**config.mk**
```make
export PLATFORM = sky130hd
export DESIGN_NAME = addsub_exec_ctrl_flat
export DESIGN_NICKNAME = d
export VERILOG_FILES = /design/src/rtl/addsub_exec_ctrl_if.sv /design/src/rtl/addsub_exec_ctrl.sv /design/src/flat_wrapper.sv
export SDC_FILE = /design/constraint.sdc
export NUM_CORES = 1
export LEC_CHECK = 0
export BUFFER_PORTS_ARGS = -buffer_cell sky130_fd_sc_hd__buf_2
export CAP_MARGIN = 20
export CORE_MARGIN = 2
export CORE_UTILIZATION = 45
export DETAILED_ROUTE_END_ITERATION = 10
export GPL_TIMING_DRIVEN = 0
export PLACE_DENSITY = 0.72
export SYNTH_ARGS = -nofsm -noshare
export SYNTH_HDL_FRONTEND = slang
export SYNTH_SLANG_ARGS = --single-unit
export TNS_END_PERCENT = 100
```
**constraint.sdc**
```tcl
create_clock -name clk -period 2.09 [get_ports clk]
set_input_delay 0.209 -clock clk [delete_from_list [all_inputs] [get_ports clk]]
set_output_delay 0.209 -clock clk [all_outputs]
set_load 0.01 [all_outputs]
```
**src/rtl/addsub_exec_ctrl_if.sv**
```systemverilog
// Bundle of the instruction, register-file, AddSubMod and completion signals
// used by the add/sub issue/writeback controller.
interface addsub_exec_ctrl_if #(
  parameter int WORD_SIZE = 8,
  parameter int ADDR_W    = 5,
  parameter int TAG_W     = 4
);
  // Instruction port
  logic                 in_valid;
  logic                 in_ready;
  logic                 in_issub;
  logic [ADDR_W-1:0]    in_srca;
  logic [ADDR_W-1:0]    in_srcb;
  logic [ADDR_W-1:0]    in_dst;
  logic [TAG_W-1:0]     in_tag;
  logic                 hold;
  // Register file (synchronous read, read-first)
  logic [ADDR_W-1:0]    rf_raddr_a;
  logic [ADDR_W-1:0]    rf_raddr_b;
  logic [WORD_SIZE-1:0] rf_rdata_a;
  logic [WORD_SIZE-1:0] rf_rdata_b;
  logic                 rf_we;
  logic [ADDR_W-1:0]    rf_waddr;
  logic [WORD_SIZE-1:0] rf_wdata;
  // Combinational modular adder-subtractor
  logic [WORD_SIZE-1:0] as_inA;
  logic [WORD_SIZE-1:0] as_inB;
  logic                 as_issub;
  logic [WORD_SIZE-1:0] as_out;
  // Completion / status
  logic                 done_valid;
  logic [TAG_W-1:0]     done_tag;
  logic                 busy;

  // Controller side
  modport slave (
    input  in_valid, in_issub, in_srca, in_srcb, in_dst, in_tag, hold,
    input  rf_rdata_a, rf_rdata_b, as_out,
    output in_ready, rf_raddr_a, rf_raddr_b, rf_we, rf_waddr, rf_wdata,
    output as_inA, as_inB, as_issub, done_valid, done_tag, busy
  );

  // Host / environment side (issuer, RAM, AddSubMod)
  modport master (
    output in_valid, in_issub, in_srca, in_srcb, in_dst, in_tag, hold,
    output rf_rdata_a, rf_rdata_b, as_out,
    input  in_ready, rf_raddr_a, rf_raddr_b, rf_we, rf_waddr, rf_wdata,
    input  as_inA, as_inB, as_issub, done_valid, done_tag, busy
  );
endinterface

```
**src/rtl/addsub_exec_ctrl.sv**
```systemverilog
// Issue/writeback controller around a combinational modular adder-subtractor.
// Three stages: fetch (p0, RAM address), execute (p1, operand select and
// AddSubMod drive), writeback (p2, register-file write and completion).
// Full RAW forwarding from the writeback stage and from a last-write register
// lets dependent instructions issue every cycle without stalls.
module addsub_exec_ctrl #(
  parameter int WORD_SIZE = 8,
  parameter int ADDR_W    = 5,
  parameter int TAG_W     = 4
) (
  input  logic              clk,
  input  logic              rst,
  addsub_exec_ctrl_if.slave bus
);

  // Operand select: the younger in-flight result wins over the last write,
  // which wins over the (possibly stale) RAM read data.
  function automatic logic [WORD_SIZE-1:0] fwd_sel(
    input logic [ADDR_W-1:0]    src,
    input logic [WORD_SIZE-1:0] ram_data,
    input logic                 s2_vld,
    input logic [ADDR_W-1:0]    s2_dst,
    input logic [WORD_SIZE-1:0] s2_data,
    input logic                 lw_vld,
    input logic [ADDR_W-1:0]    lw_addr,
    input logic [WORD_SIZE-1:0] lw_data
  );
    logic [WORD_SIZE-1:0] res;
    res = ram_data;
    if (s2_vld && (s2_dst == src)) begin
      res = s2_data;
    end else if (lw_vld && (lw_addr == src)) begin
      res = lw_data;
    end
    return res;
  endfunction

  // ---------------------------------------------------------------------
  // p0: fetch -- RAM addresses straight from the instruction port
  // ---------------------------------------------------------------------
  logic accept_p0;

  assign bus.in_ready   = ~bus.hold;
  assign accept_p0      = bus.in_valid & ~bus.hold;
  assign bus.rf_raddr_a = bus.in_srca;
  assign bus.rf_raddr_b = bus.in_srcb;

  logic                 vld_p1_q,   vld_p1_d;
  logic                 issub_p1_q;
  logic [ADDR_W-1:0]    srca_p1_q;
  logic [ADDR_W-1:0]    srcb_p1_q;
  logic [ADDR_W-1:0]    dst_p1_q;
  logic [TAG_W-1:0]     tag_p1_q;

  assign vld_p1_d = accept_p0;

  // Execute-stage valid bit
  always_ff @(posedge clk or posedge rst) begin
    if (rst) begin
      vld_p1_q <= 1'b0;
    end else begin
      vld_p1_q <= vld_p1_d;
    end
  end

  // Execute-stage instruction fields, loaded only on accept
  always_ff @(posedge clk) begin
    if (accept_p0) begin
      issub_p1_q <= bus.in_issub;
      srca_p1_q  <= bus.in_srca;
      srcb_p1_q  <= bus.in_srcb;
      dst_p1_q   <= bus.in_dst;
      tag_p1_q   <= bus.in_tag;
    end
  end

  // ---------------------------------------------------------------------
  // p1: execute -- forwarding and AddSubMod drive
  // ---------------------------------------------------------------------
  logic                 vld_p2_q;
  logic [ADDR_W-1:0]    dst_p2_q;
  logic [TAG_W-1:0]     tag_p2_q;
  logic [WORD_SIZE-1:0] data_p2_q;

  logic                 lw_vld_q;
  logic [ADDR_W-1:0]    lw_addr_q;
  logic [WORD_SIZE-1:0] lw_data_q;

  logic [WORD_SIZE-1:0] opa_p1, opb_p1;
  logic [WORD_SIZE-1:0] opa_hold_q, opb_hold_q;
  logic                 issub_hold_q;

  // Forwarded operand selection for both sources
  always_comb begin
    opa_p1 = fwd_sel(srca_p1_q, bus.rf_rdata_a,
                     vld_p2_q, dst_p2_q, data_p2_q,
                     lw_vld_q, lw_addr_q, lw_data_q);
    opb_p1 = fwd_sel(srcb_p1_q, bus.rf_rdata_b,
                     vld_p2_q, dst_p2_q, data_p2_q,
                     lw_vld_q, lw_addr_q, lw_data_q);
  end

  // The adder inputs keep their last driven value while execute is empty
  assign bus.as_inA   = vld_p1_q ? opa_p1     : opa_hold_q;
  assign bus.as_inB   = vld_p1_q ? opb_p1     : opb_hold_q;
  assign bus.as_issub = vld_p1_q ? issub_p1_q : issub_hold_q;

  // Remember the last operands presented to the adder
  always_ff @(posedge clk or posedge rst) begin
    if (rst) begin
      opa_hold_q   <= '0;
      opb_hold_q   <= '0;
      issub_hold_q <= 1'b0;
    end else if (vld_p1_q) begin
      opa_hold_q   <= opa_p1;
      opb_hold_q   <= opb_p1;
      issub_hold_q <= issub_p1_q;
    end
  end

  // Capture the reduced result into writeback
  always_ff @(posedge clk or posedge rst) begin
    if (rst) begin
      vld_p2_q  <= 1'b0;
      dst_p2_q  <= '0;
      tag_p2_q  <= '0;
      data_p2_q <= '0;
    end else begin
      vld_p2_q <= vld_p1_q;
      if (vld_p1_q) begin
        dst_p2_q  <= dst_p1_q;
        tag_p2_q  <= tag_p1_q;
        data_p2_q <= bus.as_out;
      end
    end
  end

  // ---------------------------------------------------------------------
  // p2: writeback -- register-file write, completion pulse
  // ---------------------------------------------------------------------
  assign bus.rf_we      = vld_p2_q;
  assign bus.rf_waddr   = dst_p2_q;
  assign bus.rf_wdata   = data_p2_q;
  assign bus.done_valid = vld_p2_q;
  assign bus.done_tag   = tag_p2_q;
  assign bus.busy       = vld_p1_q | vld_p2_q;

  // Last-write valid: covers a read issued on the same edge as the write,
  // which a read-first RAM would answer with the old contents
  always_ff @(posedge clk or posedge rst) begin
    if (rst) begin
      lw_vld_q <= 1'b0;
    end else begin
      lw_vld_q <= vld_p2_q;
    end
  end

  // Last-write address and data
  always_ff @(posedge clk) begin
    if (vld_p2_q) begin
      lw_addr_q <= dst_p2_q;
      lw_data_q <= data_p2_q;
    end
  end

endmodule

```
**src/flat_wrapper.sv**
```systemverilog
// flat-port wrapper written by rule: the top's interface ports become plain ports
module addsub_exec_ctrl_flat 
#(
  parameter int WORD_SIZE = 8,
  parameter int ADDR_W    = 5,
  parameter int TAG_W     = 4
)
  (clk, rst, bus_in_valid, bus_in_issub, bus_in_srca, bus_in_srcb, bus_in_dst, bus_in_tag, bus_hold, bus_rf_rdata_a, bus_rf_rdata_b, bus_as_out, bus_in_ready, bus_rf_raddr_a, bus_rf_raddr_b, bus_rf_we, bus_rf_waddr, bus_rf_wdata, bus_as_inA, bus_as_inB, bus_as_issub, bus_done_valid, bus_done_tag, bus_busy);
  addsub_exec_ctrl_if #(.WORD_SIZE(WORD_SIZE), .ADDR_W(ADDR_W), .TAG_W(TAG_W)) bus_i ();
  input  logic clk;
  input  logic rst;
  input wire logic [$bits(bus_i.in_valid)-1:0] bus_in_valid;
  input wire logic [$bits(bus_i.in_issub)-1:0] bus_in_issub;
  input wire logic [$bits(bus_i.in_srca)-1:0] bus_in_srca;
  input wire logic [$bits(bus_i.in_srcb)-1:0] bus_in_srcb;
  input wire logic [$bits(bus_i.in_dst)-1:0] bus_in_dst;
  input wire logic [$bits(bus_i.in_tag)-1:0] bus_in_tag;
  input wire logic [$bits(bus_i.hold)-1:0] bus_hold;
  input wire logic [$bits(bus_i.rf_rdata_a)-1:0] bus_rf_rdata_a;
  input wire logic [$bits(bus_i.rf_rdata_b)-1:0] bus_rf_rdata_b;
  input wire logic [$bits(bus_i.as_out)-1:0] bus_as_out;
  output wire logic [$bits(bus_i.in_ready)-1:0] bus_in_ready;
  output wire logic [$bits(bus_i.rf_raddr_a)-1:0] bus_rf_raddr_a;
  output wire logic [$bits(bus_i.rf_raddr_b)-1:0] bus_rf_raddr_b;
  output wire logic [$bits(bus_i.rf_we)-1:0] bus_rf_we;
  output wire logic [$bits(bus_i.rf_waddr)-1:0] bus_rf_waddr;
  output wire logic [$bits(bus_i.rf_wdata)-1:0] bus_rf_wdata;
  output wire logic [$bits(bus_i.as_inA)-1:0] bus_as_inA;
  output wire logic [$bits(bus_i.as_inB)-1:0] bus_as_inB;
  output wire logic [$bits(bus_i.as_issub)-1:0] bus_as_issub;
  output wire logic [$bits(bus_i.done_valid)-1:0] bus_done_valid;
  output wire logic [$bits(bus_i.done_tag)-1:0] bus_done_tag;
  output wire logic [$bits(bus_i.busy)-1:0] bus_busy;
  assign bus_i.in_valid = bus_in_valid;
  assign bus_i.in_issub = bus_in_issub;
  assign bus_i.in_srca = bus_in_srca;
  assign bus_i.in_srcb = bus_in_srcb;
  assign bus_i.in_dst = bus_in_dst;
  assign bus_i.in_tag = bus_in_tag;
  assign bus_i.hold = bus_hold;
  assign bus_i.rf_rdata_a = bus_rf_rdata_a;
  assign bus_i.rf_rdata_b = bus_rf_rdata_b;
  assign bus_i.as_out = bus_as_out;
  assign bus_in_ready = bus_i.in_ready;
  assign bus_rf_raddr_a = bus_i.rf_raddr_a;
  assign bus_rf_raddr_b = bus_i.rf_raddr_b;
  assign bus_rf_we = bus_i.rf_we;
  assign bus_rf_waddr = bus_i.rf_waddr;
  assign bus_rf_wdata = bus_i.rf_wdata;
  assign bus_as_inA = bus_i.as_inA;
  assign bus_as_inB = bus_i.as_inB;
  assign bus_as_issub = bus_i.as_issub;
  assign bus_done_valid = bus_i.done_valid;
  assign bus_done_tag = bus_i.done_tag;
  assign bus_busy = bus_i.busy;
  addsub_exec_ctrl #(.WORD_SIZE(WORD_SIZE), .ADDR_W(ADDR_W), .TAG_W(TAG_W)) u_core (.clk(clk), .rst(rst), .bus(bus_i));
endmodule
```
==> results of run 1 <==
-- layout by cell type (no fill, tap or decap), types with 3 or more instances in the layout --
cell type,instances
buf_2,96
xnor2_1,4
buf_6,5
nand2_1,20
o221ai_2,10
clkbuf_1,4
edfxtp_1,33
dfrtp_2,4
mux2i_2,3
buf_4,36
xor2_1,16
nor4_2,3
mux2_2,18
dfrtp_1,33
mux2i_1,12
clkbuf_8,9
-- per-layer routing --
layer,vias up,GRT usage
met5,-,0
met4,0,0.0722
met3,7,0.0551
met2,84,0.322
met1,985,0.240
li1,983,-
-- area by class of cell --
class / count / area [sq um]
Inverter: 3 / 11.3
Clock buffer: 11 / 131
Tap cell: 77 / 96.3
Timing Repair Buffer: 124 / 712
Clock inverter: 5 / 51.3
Buffer: 17 / 123
Multi-Input combinational cell: 106 / 993
Fill cell: 509 / 2270
Sequential cell: 70 / 1920
-- worst reg2reg max path: cells and delay by family, from the launching register on --
kind | cells | cell delay, ns
buffers and inverters | 4 | 0.55
AO/OA/AOI/OAI | 1 | 0.12
XOR/XNOR | 1 | 0.18
multiplexers | 1 | 0.19
flip-flops | 1 | 0.40
AND/OR/NAND/NOR | 2 | 0.49
-- through the flow --
step                hold WS [ns]  instances
global route              0.0202        413
global placement           0.385        368
CTS                       0.0239        406
floorplan                  0.308        196
detailed placement         0.388        369
finish                   0.00809        413
-- report_power, final --
group | internal, mW | switching (mW)
registers | 1.60 | 0.0988
logic | 0.318 | 0.303
clock network | 0.544 | 0.486
total | 2.47 | 0.888
-- worst paths after layout --
kind / from / end / slack (ns) / cells after the start
setup / recovery: u_core.lw_addr_q[2] / bus_as_inA[5] / -0.31 / 7
hold / removal: rst / u_core.bus.rf_waddr[0] / 0.008 / 2
setup reg to reg: u_core.srcb_p1_q[0] / u_core.opb_hold_q[5] / 0.05 / 9
hold reg to reg: u_core.vld_p1_q / u_core.bus.done_valid / 0.42 / 0
max in group asynchronous: rst / u_core.bus.done_valid / 1.53 / 2
min in group clk: bus_in_dst[4] / u_core.dst_p1_q[4] / 0.04 / 1
-- kinds of logic after synthesis --
logic type	after synthesis	synth area share
and+or+nand+nor	32	0.0563
muxes	34	0.125
AOI/OAI and AO/OA	20	0.0550
xor gates and xnor gates	20	0.0602
buffers and inverters	20	0.0455
DFF	70	0.658
-- registers in the layout, summed over array words and instances (netlist names) --
name                   flops
u_core.opa_hold_q          8
u_core.bus.rf_wdata        8
u_core.issub_p1_q          1
u_core.bus.done_tag        4
u_core.dst_p1_q            5
u_core.srca_p1_q           5
u_core.lw_data_q           8
u_core.lw_vld_q            1
u_core.lw_addr_q           5
u_core.issub_hold_q        1
u_core.srcb_p1_q           5
u_core.opb_hold_q          8
u_core.bus.rf_waddr        5
u_core.tag_p1_q            4
u_core.vld_p1_q            1
u_core.bus.done_valid      1
-- repair_timing --
action	4_1_cts	5_1_grt
setup endpoints to repair	16	18
pin swaps	11	16
setup buffers	21	10
gates resized for setup	19	17
==> flow_summary_export.csv, run 1 <==
group,metric,value,unit
run_status,status,"finished with violations",
route,top_layer,"met4",
synthesis,synthFlopType,"dfrtp_1",
clocking,cts_buffers,9,
synthesis,synth.most_common_cell,"dfrtp_1",
critical_path,crit_type,"reg -> out",
route,num_vias,2059,
route,first_pass_iters,4,
route,wirelength,6.71,mm
timing,post-route-min-period,2.40,ns
synthesis,yosysWarningCount,0,
clocking,cts.path.max_buffers,2,
synthesis,ys_seq_elements,70,
critical_path,critical_path.max_fanout,8,
global_route,antenna_found_initial,0,
clocking,h-tree-depth,3,
critical_path,crit_family,"simple AND/OR/NAND/NOR gates",
route,wl_met3,468,um
timing,setup_tns,-4.06,ns
synthesis,syn-num-nets,244,
route,wl_per_cell,16.3,um
synthesis,synth_common_cells,"37 x dfrtp_1, 33 x edfxtp_1, 20 x nand2_1",
clocking,cts.clk_slew.worst_paths,0.07,ns
power,powerDensity,830,nW/um^2
placement,dpl.hpwl,4.26,mm
min_path,hp-class,"in -> async",
global_route,grt_max_degree,38,
floorplan,rows,29,
timing,rsz0062_at_grt,"yes",
synthesis,synth_seq_area_share,0.658,
route,wl_met1,2.78,mm
route,drtIter0Drc,84,
route,remaining_drc_errors,0,
critical_path,crit_path_end_kind,"output pin",
global_route,grt_pass1_wl,10.5,mm
synthesis,yosys.area.top_type_share,0.340,
clocking,clockRootBuffer,"clkbuf_8",
synthesis,async_flop_share,0.529,
clocking,cts_tree,"done",
final_layout,area_delta_synth_final,38.8,%
placement,place_congestion,0.770,
route,met2_length,3.38,mm
placement,post-place-ws,-0.179,ns
clocking,cts_hold_buffers,0,
placement,place_area,3500,sq um
floorplan,io_pins,96,
timing,finalMaxSlewViolations,0,
critical_path,crit_path_max_incr_delay,0.42,ns
flow_run,drv_cap,0,
timing,relSlewSlack,0.474,
synthesis,syn_inst,196,
synthesis,syn-cell-area,2910,sq um
floorplan,die_h,84.4,um
placement,portBuffers,95,
floorplan,design.die.area,7130,sq um
global_route,grt_pass1_vias,2171,
route,viasPerCell,4.99,
floorplan,fp.dieW,84.4,um
clocking,cts_sinks,70,
synthesis,synth_area_leader_cell,"edfxtp_1",
critical_path,path_buf_inv,2,
synthesis,synth.avg_cell_area,14.9,sq um
power,irDropWorstVdd,0.000682,V
timing,fmax,417,MHz
final_layout,layout.nets,379,
run_status,violations,"negative setup slack",
final_layout,n_antenna_cell,0,
final_layout,final_util,0.640,
timing,timing.final.crit_share,1.15,
timing,tightest_slew,0.788,ns
floorplan,start_util,0.461,
critical_path,critPathArrivalTime,2.19,ns
route,antenna_left,0,
floorplan,coreArea,6310,sq um
power,power.total,3.35,mW
final_layout,drive_gt1_frac,0.601,
timing,fin_ws,-0.309,ns
synthesis,synth_edf_count,33,
timing,finClkSkew,0.00704,ns
critical_path,crit_chain,"xor2_1, nor4_2, and3_1, buf_6, mux2i_2, o221ai_2, buf_2",
power,p_leak,1.76,nW
critical_path,cp.required,1.88,ns
clocking,clk_latency,0.34,ns
timing,setup_viol,16,
critical_path,critPathSlowestCell,"edfxtp_1",
critical_path,cp-start-kind,"flip-flop",
final_layout,final_area,4040,sq um
synthesis,yosysUniqueCellTypes,22,
global_route,track_usage,0.193,
global_route,gr-total-overflow,0,
timing,hold_viol,0,
synthesis,synthTopCellsByArea,"edfxtp_1 34%, dfrtp_1 32%, mux2_2 7.0%",
Note: power is estimated with default switching activity, not from simulation.
==> run 2, diff against run 1 <==
Clock period 2.09 ns to 2.4 ns, I/O delays scaled along.
==> run 2 against run 1 <==
  * The flow now finishes without violations
  * First-iteration DRC count decreased by 3.6%
  * Clock power decreased by 13%
  * Non-clock buffer count decreased by 11
  * Combinational power decreased by 19%
  * Power decreased by 14%
  * Final cell count decreased by 2.7%
  * Sequential share of layout area increased by 1.1 points
  * Critical path depth unchanged
  * Hold slack improved by 0.030 ns
  * Register-to-register slack improved by 0.45 ns
  * Largest power group unchanged
==> flow_summary_export.csv, run 2 (same netlist as run 1, synthesis figures left out) <==
group,metric,value,unit
run_status,status,"complete, no violations",
route,viasPerCell,4.92,
critical_path,path_buf_inv,2,
final_layout,area_delta_synth_final,35.6,%
route,drtIter0Drc,81,
critical_path,critPathArrivalTime,2.15,ns
route,num_vias,1977,
power,pwr-share-seq,0.515,
critical_path,crit_chain,"xor2_1, nor4_2, and3_1, buf_6, mux2i_1, o221ai_2, buf_2",
final_layout,n_antenna_cell,0,
critical_path,r2r_end,"u_core.opb_hold_q[5]",
critical_path,crit_path_end_kind,"output pin",
power,powerDensity,729,nW/um^2
floorplan,fp.dieW,84.4,um
timing,setup_viol,0,
route,first_pass_iters,4,
placement,place_congestion,0.770,
final_layout,final_area,3950,sq um
power,intPower,2.12,mW
power,p_leak,1.70,nW
clocking,cts_buffers,9,
route,wl_per_cell,15.6,um
clocking,h-tree-depth,3,
placement,place_inst,369,
power,comb_power_share,0.175,
route,antenna_left,0,
critical_path,setup.worst_path.end,"bus_as_inA[1]",
critical_path,crit_start,"u_core.lw_addr_q[3]",
global_route,antenna_found_initial,0,
timing,post-route-min-period,2.39,ns
floorplan,design.die.area,7130,sq um
critical_path,critical_path.max_fanout,8,
timing,relSlewSlack,0.478,
placement,place_area,3500,sq um
floorplan,die_h,84.4,um
timing,fmax,419,MHz
critical_path,crit_family,"simple AND/OR/NAND/NOR gates",
flow_run,drv_cap,0,
critical_path,critPathSlowestCell,"edfxtp_1",
timing,finClkSkew,0.00913,ns
floorplan,coreArea,6310,sq um
timing,rsz0062_at_grt,"yes",
clocking,clk_latency,0.34,ns
floorplan,io_pins,96,
critical_path,r2r_start,"u_core.lw_addr_q[2]",
timing,finalMaxSlewViolations,0,
power,power.total,2.88,mW
placement,portBuffers,95,
final_layout,drive_gt1_frac,0.563,
timing,hold_viol,0,
critical_path,cp.required,2.16,ns
critical_path,cp-start-kind,"flip-flop",
placement,dpl.hpwl,4.26,mm
global_route,gr-total-overflow,0,
route,wirelength,6.27,mm
power,clkPwrFrac,0.310,
global_route,grt_pass1_wl,9.79,mm
final_layout,final_cell_mix,"95 x buf_2, 34 x dfrtp_1, 33 x edfxtp_1, 25 x buf_4, 20 x nand2_1",
critical_path,r2r_setup_slack,0.50,ns
timing,tightest_slew,0.782,ns
clocking,cts_tree,"done",
global_route,grt_pass1_vias,2033,
power,switching_power,0.754,mW
critical_path,crit_cells,7,
critical_path,crit_path_max_incr_delay,0.43,ns
clocking,cts.path.max_buffers,2,
critical_path,ff2ff_path_depth,8,
final_layout,layout_commonest_cell,"buf_2",
global_route,track_usage,0.180,
clocking,cts_sinks,70,
power,irDropWorstVdd,0.000564,V
clocking,clockRootBuffer,"clkbuf_8",
global_route,grt_max_degree,38,
timing,fin_hold_ws,0.0379,ns
power,switching_share,0.262,
timing,timing.final.crit_share,0.995,
floorplan,rows,29,
clocking,cts_hold_buffers,0,
clocking,cts.clk_slew.worst_paths,0.07,ns
floorplan,start_util,0.461,
route,remaining_drc_errors,0,
final_layout,layout.nets,368,
timing,setup_tns,0,ns
min_path,hp-class,"in -> async",
final_layout,stdcell_count,402,
critical_path,crit_type,"reg -> out",
## run 2: cell count changes in the layout (fill, tap and decap cells not counted), sizes merged
cell | before | now
buf | 138 | 127
## run 2: layer usage
metal	vias up	GRT usage	wire length (um)
met3	11	0.0570	394
li1	959	-	-
met1	934	0.224	2670
met4	0	0.0678	106
met2	73	0.297	3100
met5	-	0	0
## run 2: power groups by stage
stage               clock network [mW]  logic, mW  registers [mW]
finish                           0.892      0.502            1.48
global route                     0.965      0.546            1.50
CTS                              0.918      0.447            1.48
detailed placement                   0      0.431            1.51
global placement                     0      0.420            1.50
floorplan                            0      0.227            1.51
## run 2: cell type report
class	count	area, sq um
buffer	17	121
clock buffer	11	131
clock inverter	5	51.3
fill	516	2370
inverter	3	11.3
multi-input combinational	106	980
sequential	70	1920
tap	77	96.3
timing repair buffer	113	636
## run 2: metrics by stage
stage                      util  worst slack [ns]
after global placement    0.552             0.175
after global routing      0.625            -0.115
final                     0.625            0.0119
after detailed placement  0.554            0.0998
after CTS                 0.594           0.00155
after floorplan               -             0.635
## run 2: worst register-to-register path, cell delays in order (launching register included)
cell	delay, ns
edfxtp_1	0.42
xor2_1	0.18
nor4_1	0.27
and3_1	0.21
buf_6	0.17
buf_4	0.13
mux2i_1	0.18
o21ai_1	0.09
buf_4	0.14
## run 2: worst min path at each step
stage                                         to  slack [ns]  depth (start not counted)
after floorplan               u_core.dst_p1_q[0]        0.34                          0
after global placement     u_core.bus.done_valid        0.39                          0
after detailed placement   u_core.bus.done_valid        0.40                          0
after CTS                     u_core.dst_p1_q[4]        0.05                          1
after global routing          u_core.dst_p1_q[3]        0.05                          1
final                     u_core.bus.rf_waddr[0]        0.04                          2
## run 2: repair_timing
| item | in CTS | in global routing |
|---|---|---|
| setup buffers | 6 | 11 |
| gates resized for setup | 5 | 24 |
| setup endpoints to repair | 16 | 16 |
| pin swaps | 3 | 8 |
| hold endpoints to repair | 0 | 0 |
